[src/rtl/fp_accum_driver.sv]
// fp_accum_driver: folds a stream of fp32 terms through an external adder and presents the final sum
module fp_accum_driver #(
  parameter int CNT_W   = 16,
  parameter int TIMEOUT = 64
) (
  input  logic             clk,
  input  logic             reset,
  input  logic             in_valid,
  output logic             in_ready,
  input  logic [31:0]      in_data,
  input  logic             in_last,
  output logic             add_load,
  output logic [31:0]      add_a,
  output logic [31:0]      add_b,
  input  logic [31:0]      add_result,
  input  logic             add_ready,
  output logic             add_ack,
  output logic             sum_valid,
  output logic [31:0]      sum_data,
  output logic [CNT_W-1:0] sum_count,
  input  logic             sum_ack,
  output logic             timeout_err
);
  localparam int TW = $clog2(TIMEOUT + 1);
  localparam logic [TW-1:0] TMAX = TW'(TIMEOUT - 1);
  typedef enum logic [2:0] {IDLE, ACCUM, ISSUE, WAIT_RES, ACK, DONE, ERR} state_t;
  state_t state, state_n;
  logic [31:0] acc, acc_n, a_n, b_n;
  logic [CNT_W-1:0] count, count_n, count_inc;
  logic last_q, last_n;
  logic [TW-1:0] timer, timer_n;
  logic take;
  assign take = in_valid & in_ready;
  assign count_inc = &count ? count : count + 1'b1;
  // next state and next datapath values; the first term loads acc directly, later terms go to the adder
  always_comb begin
    state_n = state;
    acc_n   = acc;
    count_n = count;
    last_n  = last_q;
    timer_n = timer;
    a_n     = add_a;
    b_n     = add_b;
    case (state)
      IDLE: if (take) begin
        acc_n   = in_data;
        count_n = CNT_W'(1);
        state_n = in_last ? DONE : ACCUM;
      end
      ACCUM: if (take) begin
        a_n     = acc;
        b_n     = in_data;
        last_n  = in_last;
        count_n = count_inc;
        state_n = ISSUE;
      end
      ISSUE: begin
        timer_n = '0;
        state_n = WAIT_RES;
      end
      WAIT_RES: begin
        timer_n = timer + 1'b1;
        if (add_ready) begin
          acc_n   = add_result;
          state_n = ACK;
        end else if (timer == TMAX) state_n = ERR;
      end
      ACK: state_n = last_q ? DONE : ACCUM;
      DONE: if (sum_ack) begin
        count_n = '0;
        state_n = IDLE;
      end
      default: state_n = ERR;
    endcase
  end
  // state, datapath and outputs all registered; outputs decode the state being entered
  always_ff @(posedge clk or negedge reset) begin
    if (!reset) begin
      state       <= IDLE;
      acc         <= '0;
      count       <= '0;
      last_q      <= 1'b0;
      timer       <= '0;
      in_ready    <= 1'b0;
      add_load    <= 1'b0;
      add_a       <= '0;
      add_b       <= '0;
      add_ack     <= 1'b0;
      sum_valid   <= 1'b0;
      sum_data    <= '0;
      sum_count   <= '0;
      timeout_err <= 1'b0;
    end else begin
      state       <= state_n;
      acc         <= acc_n;
      count       <= count_n;
      last_q      <= last_n;
      timer       <= timer_n;
      in_ready    <= state_n == IDLE || state_n == ACCUM;
      add_load    <= state_n == ISSUE;
      add_a       <= a_n;
      add_b       <= b_n;
      add_ack     <= state_n == ACK;
      sum_valid   <= state_n == DONE;
      sum_data    <= state_n == DONE ? acc_n : '0;
      sum_count   <= state_n == DONE ? count_n : '0;
      timeout_err <= state_n == ERR;
    end
  end
endmodule

[config.mk]
export PLATFORM = sky130hd
export DESIGN_NAME = fp_accum_driver
export DESIGN_NICKNAME = d
export VERILOG_FILES = /design/src/rtl/fp_accum_driver.sv
export SDC_FILE = /design/constraint.sdc
export NUM_CORES = 1
export LEC_CHECK = 0
export ABC_AREA = 1
export CORE_AREA = 10 10 135 137
export DETAILED_ROUTE_END_ITERATION = 6
export DIE_AREA = 0 0 145 147
export GPL_TIMING_DRIVEN = 0
export PLACE_DENSITY = 0.8
export SYNTH_ARGS = -nofsm -noshare
export SYNTH_HDL_FRONTEND = slang
export SYNTH_SLANG_ARGS = --single-unit
[constraint.sdc]
create_clock -name clk -period 2.3 [get_ports clk]
set_input_delay 0.23 -clock clk [delete_from_list [all_inputs] [get_ports clk]]
set_output_delay 0.23 -clock clk [all_outputs]
set_load 0.05 [all_outputs]
==> flow_metrics.tcl <==
set metrics [dict create \
    core_sq_um 15600 \
    syn-cell-area_sq_um 7380 \
    netlist_top_cells_area "dfrtp_1 (60%), nand2_1 (13%), o21ai_0 (5.1%)" \
    syn_nets 896 \
    ys_warn_count 0 \
    synth_edf_count 0 \
    synth-seq-area-share_pct 59.7 \
    whs_ps 306 \
    cp.arrival_ps 2450 \
    cp_slowest_cell "dfrtp_1" \
    fmax_mhz 473 \
    grt_max_degree 125 \
    clk_latency_ps 430 \
    synth_seq_cells 176 \
    rr_worst_depth 11 \
    skew_ps 16.4 \
    drt_first_iter_violations 406 \
    yosys.area.top_type_share_pct 59.7 \
    required_ps 2640 \
    num-fill-cells 1289 \
    overflow 0 \
    grt_pass1_vias 6368 \
    cts.clk_slew.worst_paths_ps 70 \
    synthTopCellsByCount "nand2_1 (246), dfrtp_1 (176), inv_1 (96)" \
    path_max_fanout 6 \
    area_delta_synth_final_pct 37.6 \
    drc 0 \
    initial_utilization_pct 47.3 \
    antenna_found_initial 1 \
    avgRoutedWirePerCell_um 16.6 \
    cts_tree "yes" \
    synth_area_leader_cell "dfrtp_1" \
    tightest_slew_ps 628 \
    numClockSinks 176 \
    power_density_nw_per_um2 608 \
    min_period_ps 2110 \
    crit_top_cell "nand2_1" \
    critPathLaunchType "flop" \
    die_area_sq_um 21300 \
    die_h_um 147 \
    io_pins 187 \
    rsz0062_at_grt "no" \
    die_w_um 145 \
    num_rows 46 \
    via_per_inst 4.92 \
    fin_ws_ps 187 \
    endpoint_kind "flop" \
    cts.path.max_buffers 2 \
    slowest_delay_ps 440 \
    final-seq-area_sq_um 4400 \
    vias 6203 \
    multi_input_area_sq_um 2430 \
    drt_pass1_iterations 5 \
    path_class "reg2reg" \
    outcome "finished clean" \
    path_cells "ha_2 > inv_1 > nor2_1 > nand2_1 > nor2_1 > nand2_1 > nand2_1 > nand2_1 > o211ai_1 > nand2_1 > nor2_1" \
    syn_avg_cell_area_sq_um 8.95 \
    cts-root-buf "clkbuf_16" \
    hpwl_um 15500 \
    hold_path_class "in2async" \
    timing.final.max_slew_violations 0 \
    setup_viol 0 \
    drive_gt1_share_pct 7.67 \
    grt_usage_pct 19.8 \
    synthFlopType "dfrtp_1" \
    relSlewSlack_pct 58.1 \
    vdd_drop_max_mv 0.516 \
    cts_setup_buffers 0 \
    maxCapViolCount 0 \
    grt_first_pass_wirelength_um 33900 \
    wirelength_um 20900 \
    fin_nets 1103 \
    finalCritPeriodShare_pct 91.9 \
    p_leak_uw 0.00503 \
    post-synth-top-count-cell "nand2_1" \
    finalHoldViolCount 0 \
    synth_cell_types 35 \
    cts_max_level 4 \
    final_antenna_net_count 0 \
    cts_buffers 17 \
    post-place-ws_ps -153 \
    syn-instance-count 824 \
    routabilityCongestion 0.891 \
    async_reset_ff_share_pct 100 \
    io_buffer_count 186 \
]
per-layer routing:
metal	vias up	routed length, um	global-route usage (%)
li1	2994	-	-
met1	2975	8490	23.0
met2	200	10200	32.8
met3	34	1810	7.68
met4	0	444	6.64
met5	-	0	0
layout by cell type, fill, tap and decap left out, types with 2 or more instances in the layout:
cell type          n
o21ai_0           75
inv_1             96
nand3_4            2
inv_2              7
o22ai_1            2
xor2_1             7
nand3_1           35
a21oi_1           50
inv_8              6
clkinvlp_4         2
dfrtp_1          176
nor2_1            49
clkbuf_1          16
nand2_1          246
o211ai_1           2
inv_6              3
nor3_1             2
or2_2              3
nand2_2            4
buf_1              3
nor2_4            11
nor2_8             2
nand4_1            8
buf_6              2
buf_8              2
buf_2              9
clkbuf_16         17
nand3b_1           3
clkdlybuf4s50_1  185
where the power goes:
| group | total [uW] | internal [uW] | switching [uW] |
|---|---|---|---|
| Clock | 2880 | 1550 | 1330 |
| Sequential | 3090 | 3090 | 0 |
| Combinational | 201 | 112 | 88.7 |
| Total | 6170 | 4760 | 1420 |
state kept, by name (all words and copies together) (netlist names):
name,flops
count,16
sum_data,32
sum_valid,1
add_b,32
add_ack,1
state,3
timer,7
timeout_err,1
last_q,1
acc,32
add_a,32
sum_count,16
in_ready,1
add_load,1
timing repair:
item,in CTS,in global routing
gates resized for setup,0,3
hold buffers,1,0
hold endpoints to repair,52,0
endpoints found under the setup margin,0,3
logic make-up (layout without fill, tap and decap cells):
group           Yosys count  count (layout)  share of synthesized area (%)
compound gates          134             134                           9.41
xor+xnor                  7               7                          0.831
fa+ha+maj                 2               2                          0.339
buf+inv                 136             355                           7.43
flops                   176             176                           59.7
other cells               0               1                              0
simple gates            369             369                           22.3
final cells by class:
class / instances / area share [%]
sequential: 176 / 43.4
tap: 216 / 2.66
multi-input combinational: 512 / 23.9
inverter: 104 / 3.85
clock inverter: 14 / 1.62
timing repair buffer: 188 / 18.8
buffer: 32 / 1.57
antenna: 1 / 0.0247
clock buffer: 17 / 4.19
worst max-delay path, delay by kind of cell (launching register included):
family	cells	cell delay [ps]
buffers and inverters	1	60
flip-flops	1	440
AO/OA/AOI/OAI	1	110
AND/OR/NAND/NOR	8	1160
adder cells (fa/ha/maj)	1	270
per-stage QoR:
stage	total power [uW]	area, sq um	setup TNS (ps)	cells	util [%]
3_5_place_dp	3360	9540	-856	1227	61.2
4_1_cts	6230	10100	0	1259	65.0
3_3_place_gp	3350	9510	-1072360	1226	61.0
2_1_floorplan	3170	7380	0	824	-
5_1_grt	6370	10100	0	1259	65.0
6_report	6170	10100	0	1260	65.0
path summary, 6_finish.rpt:
kind | start | to | slack [ps]
max | count[0]$_DFF_PN0_ | sum_count[4]$_DFF_PN0_ | 190
min | reset | sum_count[14]$_DFF_PN0_ | 310
max reg2reg | count[0]$_DFF_PN0_ | sum_count[4]$_DFF_PN0_ | 190
min reg2reg | acc[28]$_DFF_PN0_ | add_a[28]$_DFFE_PN0P_ | 470
max in group asynchronous | reset | add_b[21]$_DFFE_PN0P_ | 1080
min in group clk | in_data[11] | add_b[11]$_DFFE_PN0P_ | 370
No activity file was read; power rests on OpenSTA's default activity.
